### src/rtl/fp_issue_arbiter.sv
// Round-robin issue arbiter for the shared FP pipeline, with multi-subcycle sequencing and an in-flight tracker.
// Optional build macro FP_ISSUE_ARB_PERF_EN adds the perf_contention counter output.
module fp_issue_arbiter #(
    parameter int NUM_REQUESTERS = 4,
    parameter int FP_LATENCY     = 5,
    parameter int INT_LATENCY    = 1,
    parameter int NUM_SUBCYCLES  = 4,
    localparam int IDXW = (NUM_REQUESTERS > 1) ? $clog2(NUM_REQUESTERS) : 1,
    localparam int SUBW = (NUM_SUBCYCLES > 1) ? $clog2(NUM_SUBCYCLES) : 1
) (
    input  logic                      clk,
    input  logic                      reset,
    input  logic [NUM_REQUESTERS-1:0] req_valid,
    input  logic [NUM_REQUESTERS-1:0] req_multi_cycle,
    input  logic                      rollback_en,
    input  logic [IDXW-1:0]           rollback_idx,
    output logic [NUM_REQUESTERS-1:0] grant_oh,
    output logic                      fx_issue_valid,
    output logic [IDXW-1:0]           fx_issue_idx,
    output logic [SUBW-1:0]           fx_issue_subcycle,
    output logic [NUM_REQUESTERS-1:0] fx_inflight,
    output logic                      fp_wb_valid,
    output logic [IDXW-1:0]           fp_wb_idx,
    output logic                      int_issue_block
`ifdef FP_ISSUE_ARB_PERF_EN
    ,
    output logic [31:0]               perf_contention
`endif
);

    typedef enum logic {IDLE, SEQUENCE} state_t;

    localparam logic [IDXW-1:0] LAST_IDX = IDXW'(NUM_REQUESTERS - 1);
    localparam logic [SUBW-1:0] LAST_SUB = SUBW'(NUM_SUBCYCLES - 1);
    localparam bit              MULTI_EN = (NUM_SUBCYCLES > 1);

    state_t          state_q, state_d;
    logic [IDXW-1:0] rr_ptr_q, rr_ptr_d;
    logic [IDXW-1:0] owner_q, owner_d;
    logic [SUBW-1:0] subcycle_q, subcycle_d;

    logic            stage_valid_q [1:FP_LATENCY];
    logic            stage_valid_d [1:FP_LATENCY];
    logic [IDXW-1:0] stage_idx_q   [1:FP_LATENCY];
    logic [IDXW-1:0] stage_idx_d   [1:FP_LATENCY];
    logic            stage_live    [1:FP_LATENCY];

    logic [NUM_REQUESTERS-1:0] eligible;
    logic                      scan_found;
    logic [IDXW-1:0]           scan_idx;
    logic [IDXW-1:0]           cand_idx;
    int                        cand;
    logic                      owner_rollback;

    function automatic logic [IDXW-1:0] wrap_inc(input logic [IDXW-1:0] x);
        return (x == LAST_IDX) ? '0 : x + IDXW'(1);
    endfunction

    always_comb begin
        eligible = '0;
        for (int r = 0; r < NUM_REQUESTERS; r++) begin
            eligible[r] = req_valid[r] && !(rollback_en && (rollback_idx == IDXW'(r)));
        end
    end

    // First eligible requester at or after rr_ptr, wrapping around.
    always_comb begin
        scan_found = 1'b0;
        scan_idx   = '0;
        cand       = 0;
        cand_idx   = '0;
        for (int i = 0; i < NUM_REQUESTERS; i++) begin
            cand = int'(rr_ptr_q) + i;
            if (cand >= NUM_REQUESTERS) begin
                cand = cand - NUM_REQUESTERS;
            end
            cand_idx = IDXW'(cand);
            if (!scan_found && eligible[cand_idx]) begin
                scan_found = 1'b1;
                scan_idx   = cand_idx;
            end
        end
    end

    always_comb begin
        owner_rollback    = rollback_en && (rollback_idx == owner_q);
        fx_issue_valid    = 1'b0;
        fx_issue_idx      = '0;
        fx_issue_subcycle = '0;
        if (!reset) begin
            if (state_q == SEQUENCE) begin
                fx_issue_valid    = !owner_rollback;
                fx_issue_idx      = owner_q;
                fx_issue_subcycle = subcycle_q;
            end else begin
                fx_issue_valid    = scan_found;
                fx_issue_idx      = scan_idx;
            end
        end
        grant_oh = '0;
        if (fx_issue_valid) begin
            grant_oh[fx_issue_idx] = 1'b1;
        end
    end

    always_comb begin
        state_d    = state_q;
        rr_ptr_d   = rr_ptr_q;
        owner_d    = owner_q;
        subcycle_d = subcycle_q;
        case (state_q)
            IDLE: begin
                if (scan_found) begin
                    if (MULTI_EN && req_multi_cycle[scan_idx]) begin
                        owner_d    = scan_idx;
                        subcycle_d = SUBW'(1);
                        state_d    = SEQUENCE;
                    end else begin
                        rr_ptr_d = wrap_inc(scan_idx);
                    end
                end
            end
            SEQUENCE: begin
                if (owner_rollback || (subcycle_q == LAST_SUB)) begin
                    state_d    = IDLE;
                    subcycle_d = '0;
                    rr_ptr_d   = wrap_inc(owner_q);
                end else begin
                    subcycle_d = subcycle_q + SUBW'(1);
                end
            end
            default: state_d = IDLE;
        endcase
    end

    // A stage is live unless its thread is being rolled back this cycle; squashed entries do not advance.
    always_comb begin
        for (int k = 1; k <= FP_LATENCY; k++) begin
            stage_live[k] = stage_valid_q[k] && !(rollback_en && (rollback_idx == stage_idx_q[k]));
        end
        stage_valid_d[1] = fx_issue_valid;
        stage_idx_d[1]   = fx_issue_idx;
        for (int k = 2; k <= FP_LATENCY; k++) begin
            stage_valid_d[k] = stage_live[k-1];
            stage_idx_d[k]   = stage_idx_q[k-1];
        end
    end

    always_comb begin
        fx_inflight = '0;
        for (int k = 1; k <= FP_LATENCY; k++) begin
            if (stage_live[k]) begin
                fx_inflight[stage_idx_q[k]] = 1'b1;
            end
        end
    end

    assign fp_wb_valid     = stage_live[FP_LATENCY];
    assign fp_wb_idx       = stage_idx_q[FP_LATENCY];
    assign int_issue_block = stage_live[FP_LATENCY-INT_LATENCY];

    always_ff @(posedge clk or posedge reset) begin
        if (reset) begin
            state_q    <= IDLE;
            rr_ptr_q   <= '0;
            owner_q    <= '0;
            subcycle_q <= '0;
            for (int k = 1; k <= FP_LATENCY; k++) begin
                stage_valid_q[k] <= 1'b0;
                stage_idx_q[k]   <= '0;
            end
        end else begin
            state_q    <= state_d;
            rr_ptr_q   <= rr_ptr_d;
            owner_q    <= owner_d;
            subcycle_q <= subcycle_d;
            for (int k = 1; k <= FP_LATENCY; k++) begin
                stage_valid_q[k] <= stage_valid_d[k];
                stage_idx_q[k]   <= stage_idx_d[k];
            end
        end
    end

`ifdef FP_ISSUE_ARB_PERF_EN
    // Counts cycles where some eligible thread was left waiting.
    logic [31:0] perf_contention_q, perf_contention_d;

    assign perf_contention_d = perf_contention_q + ((|(eligible & ~grant_oh)) ? 32'd1 : 32'd0);
    assign perf_contention   = perf_contention_q;

    always_ff @(posedge clk or posedge reset) begin
        if (reset) begin
            perf_contention_q <= '0;
        end else begin
            perf_contention_q <= perf_contention_d;
        end
    end
`endif

endmodule

### config.mk
export PLATFORM = sky130hd
export DESIGN_NAME = fp_issue_arbiter
export DESIGN_NICKNAME = d
export VERILOG_FILES = /design/src/rtl/fp_issue_arbiter.sv
export SDC_FILE = /design/constraint.sdc
export NUM_CORES = 1
export LEC_CHECK = 0
export CORE_AREA = 4 4 60 62
export CTS_CLUSTER_DIAMETER = 50
export DETAILED_ROUTE_END_ITERATION = 7
export DIE_AREA = 0 0 64 66
export PLACE_DENSITY = 0.77
export SKIP_LAST_GASP = 1
export SLEW_MARGIN = 5
export SYNTH_ARGS = -nofsm -noshare
export SYNTH_HDL_FRONTEND = slang
export SYNTH_SLANG_ARGS = --single-unit
export TNS_END_PERCENT = 100
### constraint.sdc
create_clock -name clk -period 2.7 [get_ports clk]
set_input_delay 0.54 -clock clk [delete_from_list [all_inputs] [get_ports clk]]
set_output_delay 0.54 -clock clk [all_outputs]
set_load 0.01 [all_outputs]
==> results.json, run 1 <==
{
  "r2r-end": "owner_q[1]",
  "setup_viol": 0,
  "synthMuxAreaShare": 0.05318,
  "io_pins": 30,
  "n_fill_cell": 218,
  "dieArea_sq_um": 4224,
  "cp-endpoint": "grant_oh[2]",
  "drive_gt1_frac": 0.4245,
  "cp-end-kind": "output pin",
  "r2r_cells": 9,
  "startpoint": "rollback_idx[0]",
  "syn_inst": 175,
  "post_synth_xor_area_fraction": 0.07897,
  "min_period_ps": 2689,
  "wirelength_um": 4508,
  "clock_skew_ps": 5.407,
  "synth_top_family_by_area": "simple AND/OR/NAND/NOR gates",
  "avgSynthCellArea_sq_um": 8.873,
  "clkSinkCount": 22,
  "die_h_um": 66,
  "clockBufferDepth": 2,
  "total_power_mw": 2.254,
  "synthAdderAreaFrac": 0.02256,
  "globalplace.congestion": 0.8838,
  "critPathKind": "input port to output pin",
  "drt-initial-drc-count": 84,
  "dr.pass1.iters": 4,
  "syn_to_final_growth_pct": 52.46,
  "cp.arrival_ps": 2150,
  "yosys_warnings": 0,
  "maxCapViolations": 0,
  "syn_area_sq_um": 1553,
  "core-area_sq_um": 3028,
  "synth_edf_count": 0,
  "path_max_fanout": 4,
  "period_share": 0.9958,
  "status": "complete, no violations",
  "rsz0062_at_grt": "yes",
  "cts_tree": "done",
  "dpl-instance-area_sq_um": 2152,
  "synth_compound_area_frac": 0.1926,
  "wl_per_cell_um": 15.60,
  "clock.fmax_ghz": 0.3719,
  "async_flop_share": 1.000,
  "start_util": 0.5128,
  "cts_hold_buf": 0,
  "m1WireLength_um": 1855,
  "diodes": 0,
  "fin_area_sq_um": 2367,
  "tightest_slew_ps": 314.2,
  "synth-simple-area-share": 0.2345,
  "maxUsedRoutingLayer": "met4",
  "finalMaxSlewViolations": 0,
  "path_clk_slew_ps": 140,
  "ys.flop_type": "dfrtp_1",
  "placementRows": 20,
  "ctsHtreeMaxLevel": 1,
  "cp.required_ps": 2160,
  "holdWs_ps": 522.8,
  "fin_nets": 261,
  "fp.dieW_um": 64,
  "rrSetupSlack_ps": 480,
  "clock_latency_ps": 320,
  "viasPerCell": 5.557,
  "power_density_nw_per_um2": 952.2,
  "instances_no_fill": 289,
  "syn_nets": 190,
  "grt_use_total": 0.2289,
  "hold_viol_final": 0,
  "grt_max_degree": 23,
  "dp_hpwl_um": 3363,
  "slew_headroom": 0.7902,
  "grt_pass1_vias": 1689,
  "final-seq-area_sq_um": 551.8,
  "leakage_nw": 1.093,
  "worstReg2RegStart": "rr_ptr_q[0]",
  "dr_wl_met2_um": 2367,
  "drc": 0,
  "vias": 1606,
  "ir_drop_uv": 801.4,
  "synth_cell_types": 48,
  "synth-seq-cells": 22,
  "met3_length_um": 179,
  "postRouteAntennaNets": 0,
  "antenna_found_initial": 0,
  "grt_pass1_wl_um": 7596,
  "cp-start-kind": "input port",
  "root_buffer": "clkbuf_4",
  "dp.cells": 282,
  "io_buffers": 29,
  "cts_made_buffers": 3,
  "grt_overflow": 0,
  "seq_area_frac_synth": 0.3546,
  "hold_class": "flip-flop to flip-flop",
  "multi_input_area_sq_um": 1085
}
## sequential cells by signal (all words and copies together) (netlist names)
name           flops
stage_valid_q      5
rr_ptr_q           2
subcycle_q         2
fp_wb_idx          2
state_q            1
stage_idx_d        8
owner_q            2
## where the power goes
group          leakage [nW]  switching (mW)  internal [mW]  total (mW)
clock network        0.0279           0.113          0.150       0.263
logic                 0.788           0.610          0.719        1.33
registers             0.277           0.198          0.464       0.662
total                  1.09           0.921           1.33        2.25
## worst min path at each step
stage	to	cells after the start	startpoint
finish	stage_idx_d[3]	0	stage_idx_d[5]
global route	stage_idx_d[3]	0	stage_idx_d[5]
CTS	fp_wb_idx[1]	0	stage_idx_d[1]
detailed placement	fp_wb_idx[0]	0	stage_idx_d[0]
global placement	fp_wb_idx[0]	0	stage_idx_d[0]
floorplan	fp_wb_idx[0]	0	stage_idx_d[0]
## layout make-up
| class | instances | area share |
|---|---|---|
| Clock buffer | 3 | 0.009514 |
| Clock inverter | 1 | 0.01268 |
| Inverter | 10 | 0.01586 |
| Multi-Input combinational cell | 135 | 0.4582 |
| Sequential cell | 22 | 0.2331 |
| Tap cell | 44 | 0.02326 |
| Timing Repair Buffer | 74 | 0.2474 |
## logic make-up after synthesis
| kind of cell | after synthesis |
|---|---|
| simple gates | 71 |
| compound gates | 40 |
| flops | 22 |
| buf+inv | 18 |
| xor+xnor | 14 |
| mux | 7 |
| fa+ha+maj | 3 |
## worst max-delay path: stages
cell and delay (ps):
buf_2 170, buf_4 140, nand3b_1 150, a21oi_1 170, o32a_1 200, and2_4 160
nand2_2 70, a21oi_2 170, nor2b_4 140, clkdlybuf4s15_2 220
## through the flow
| stage | util | worst slack [ps] | TNS, ps |
|---|---|---|---|
| floorplan | - | 200.1 | 0 |
| global placement | 0.7107 | -698.8 | -8501 |
| detailed placement | 0.7107 | -772.9 | -9607 |
| CTS | 0.7591 | 5.196 | 0 |
| global route | 0.7818 | -38.51 | -38.51 |
| finish | 0.7818 | 11.38 | 0 |
## metal layers
metal | up-vias | GRT usage
met4 | 0 | 0.09434
met1 | 776 | 0.2590
li1 | 771 | -
met5 | - | 0
met2 | 46 | 0.4168
met3 | 13 | 0.04592
## cell usage in the layout (no fill, tap or decap), types with 2 or more instances in the layout
cell	Yosys	final
a211o_2	2	2
a21oi_1	11	5
a21oi_2	0	5
a221oi_2	2	3
a31oi_1	6	4
and2_4	0	2
and3_1	3	3
buf_2	0	7
buf_4	4	42
buf_6	2	3
clkbuf_2	1	2
clkbuf_4	0	4
clkdlybuf4s50_1	0	11
dfrtp_1	22	21
dlygate4sd2_1	0	6
ha_1	2	2
inv_1	9	9
mux2_2	2	2
mux2_4	2	2
mux2i_1	3	3
nand2_1	19	17
nand2_2	0	2
nand2b_1	2	2
nand3_1	11	9
nand3_2	0	2
nand3b_1	3	3
nand4_1	3	3
nor2_1	13	13
nor2b_4	0	2
nor3_1	3	2
nor3b_1	3	3
o211ai_1	2	2
o21ai_0	4	4
xnor2_1	14	7
xnor2_2	0	6
## Yosys cell counts (2+ instances only)
master / n / area share
and2_1: 3 / 0.012
mux2i_1: 3 / 0.019
mux2_2: 2 / 0.015
a31oi_1: 6 / 0.024
buf_6: 2 / 0.015
nand3_1: 11 / 0.035
nand2b_1: 2 / 0.0081
xnor2_1: 14 / 0.079
nand4_1: 3 / 0.012
a21oi_1: 11 / 0.035
nor3_1: 3 / 0.0097
nor2b_1: 3 / 0.012
inv_1: 9 / 0.022
nand2_1: 19 / 0.046
and3_1: 3 / 0.012
mux2_4: 2 / 0.019
nor2_1: 13 / 0.031
o211ai_1: 2 / 0.0097
ha_1: 2 / 0.016
nand3b_1: 3 / 0.015
nor3b_1: 3 / 0.015
dfrtp_1: 22 / 0.35
buf_4: 4 / 0.019
a211o_2: 2 / 0.013
a221oi_2: 2 / 0.019
o21ai_0: 4 / 0.013
## repair_timing
action	in CTS	in global routing
gates resized for setup	63	24
endpoints found under the setup margin	13	12
gates cloned	0	0
setup buffers	3	0
pin swaps	7	12
Note: power is estimated with default switching activity, not from simulation.
==> inputs of run 2 (changes only) <==
MAX_ROUTING_LAYER = met4   (was default)
==> run 2 against run 1 <==
Effect of this change: register-to-register slack worse by 90 ps; sequential share of layout area is 0.55 points higher; clock power is 30% lower; sequential cell count stayed put; die area stayed put; wire length is 5.4% lower; hold slack worse by 26 ps; setup slack better by 37 ps; via count is 2.7% lower; clock skew is 4.0 ps lower.
==> results.json, run 2 (synthesis results as in run 1) <==
{
  "cp.required_ps": 2160,
  "leakage_nw": 1.082,
  "grt_overflow": 0,
  "r2r-end": "rr_ptr_q[1]",
  "slew_headroom": 0.7898,
  "wirelength_um": 4265,
  "min_to": "fp_wb_idx[0]",
  "hold_class": "flip-flop to flip-flop",
  "busiest_layer": "met2",
  "viasPerCell": 5.313,
  "worstReg2RegStart": "rr_ptr_q[0]",
  "final_util": 0.7636,
  "cts_tree": "done",
  "dieArea_sq_um": 4224,
  "path_max_fanout": 7,
  "fp.dieW_um": 64,
  "whs_path_depth": 0,
  "placementRows": 20,
  "grt_use_met1": 0.2596,
  "met2_usage": 0.3665,
  "startpoint": "rollback_idx[1]",
  "status": "complete, no violations",
  "clock.fmax_ghz": 0.3772,
  "final_cell_mix": "buf_4, dfrtp_1, nand2_1",
  "met3_usage": 0.03231,
  "cp.arrival_ps": 2110,
  "diodes": 0,
  "grt_pass1_wl_um": 6824,
  "globalplace.congestion": 0.8624,
  "rsz0062_at_grt": "yes",
  "drt-initial-drc-count": 107,
  "clkSinkCount": 22,
  "largest_reg_flops": 8,
  "ctsHtreeMaxLevel": 1,
  "path_clk_slew_ps": 120,
  "clock_skew_ps": 1.424,
  "cp-start-kind": "input port",
  "wl_per_cell_um": 14.51,
  "core-area_sq_um": 3028,
  "io_pins": 30,
  "start_util": 0.5128,
  "setup_viol": 0,
  "root_buffer": "clkbuf_4",
  "antenna_found_initial": 0,
  "grt_use_total": 0.2094,
  "finalMaxSlewViolations": 0,
  "mostFrequentLayoutCell": "buf_4",
  "vias": 1562,
  "tightest_slew_ps": 315.0,
  "clockBufferDepth": 2,
  "syn_to_final_growth_pct": 48.91,
  "power_density_nw_per_um2": 913.2,
  "fin_nets": 266,
  "drive_gt1_frac": 0.4200,
  "grt_max_degree": 23,
  "postRouteAntennaNets": 0,
  "period_share": 0.9820,
  "total_power_mw": 2.112,
  "dr.pass1.iters": 4,
  "io_buffers": 29,
  "n_fill_cell": 206,
  "hp-start": "stage_idx_d[0]",
  "min_period_ps": 2651,
  "dp_hpwl_um": 3215,
  "ir_drop_uv": 534.7,
  "rrSetupSlack_ps": 390,
  "maxCapViolations": 0,
  "grt_pass1_vias": 1493,
  "r2r_cells": 8,
  "critPathKind": "input port to output pin",
  "clock_latency_ps": 310,
  "hold_viol_final": 0,
  "drc": 0,
  "die_h_um": 66,
  "cp-end-kind": "output pin",
  "cts_made_buffers": 3
}
[run 2: how the worst max path moves through the flow]
| stage | endpoint | slack, ps | cells after the start |
|---|---|---|---|
| 2_1_floorplan | grant_oh[1] | 200 | 7 |
| 3_3_place_gp | grant_oh[1] | -780 | 8 |
| 3_5_place_dp | grant_oh[1] | -830 | 8 |
| 4_1_cts | grant_oh[0] | -50 | 10 |
| 5_1_grt | grant_oh[1] | -40 | 10 |
| 6_report | fx_inflight[0] | 50 | 9 |
[run 2: repair_timing]
action | in CTS | in global routing
endpoints found under the hold margin | 0 | 0
resized for setup | 60 | 16
pin swaps | 11 | 11
buffers inserted | 6 | 0
hold buffers | 0 | 0
endpoints found under the setup margin | 13 | 10
[run 2: where the power goes]
group          switching [mW]  internal [mW]  leakage, nW
logic                   0.579          0.695        0.784
clock network           0.101         0.0823       0.0210
registers               0.189          0.464        0.277
total                   0.870           1.24         1.08
[run 2: per-layer routing]
layer,vias to the layer above,wire (um)
li1,773,-
met1,739,1908
met2,46,2092
met3,4,230
met4,0,33
met5,-,0
[run 2: area by class of cell]
type	count	area [sq um]	share of cell area
flip-flops and latches	22	551.8	0.2386
inverters	10	37.54	0.01623
clock buffers	4	36.28	0.01569
multi-input cells	135	999.7	0.4324
well taps	44	55.05	0.02381
repair buffers	79	631.9	0.2733
[run 2: through the flow]
stage          TNS (ps)  instances  hold slack (ps)  cell area [sq um]  worst slack [ps]
6_report              0        294            497.1               2312             48.58
5_1_grt          -66.92        294            521.8               2312            -35.36
4_1_cts          -49.85        294            488.0               2291            -49.85
3_5_place_dp      -9322        284            452.4               2180            -826.3
3_3_place_gp      -8478        284            453.7               2180            -780.1
2_1_floorplan         0        175            426.9               1553             200.1
[run 2: critical path, stage by stage]
cell and delay, ps:
buf_2 140, buf_4 160, buf_12 130, xnor2_2 150, nand3_1 130, nand2_2 110
nor3_1 50, or4_1 530, buf_2 160
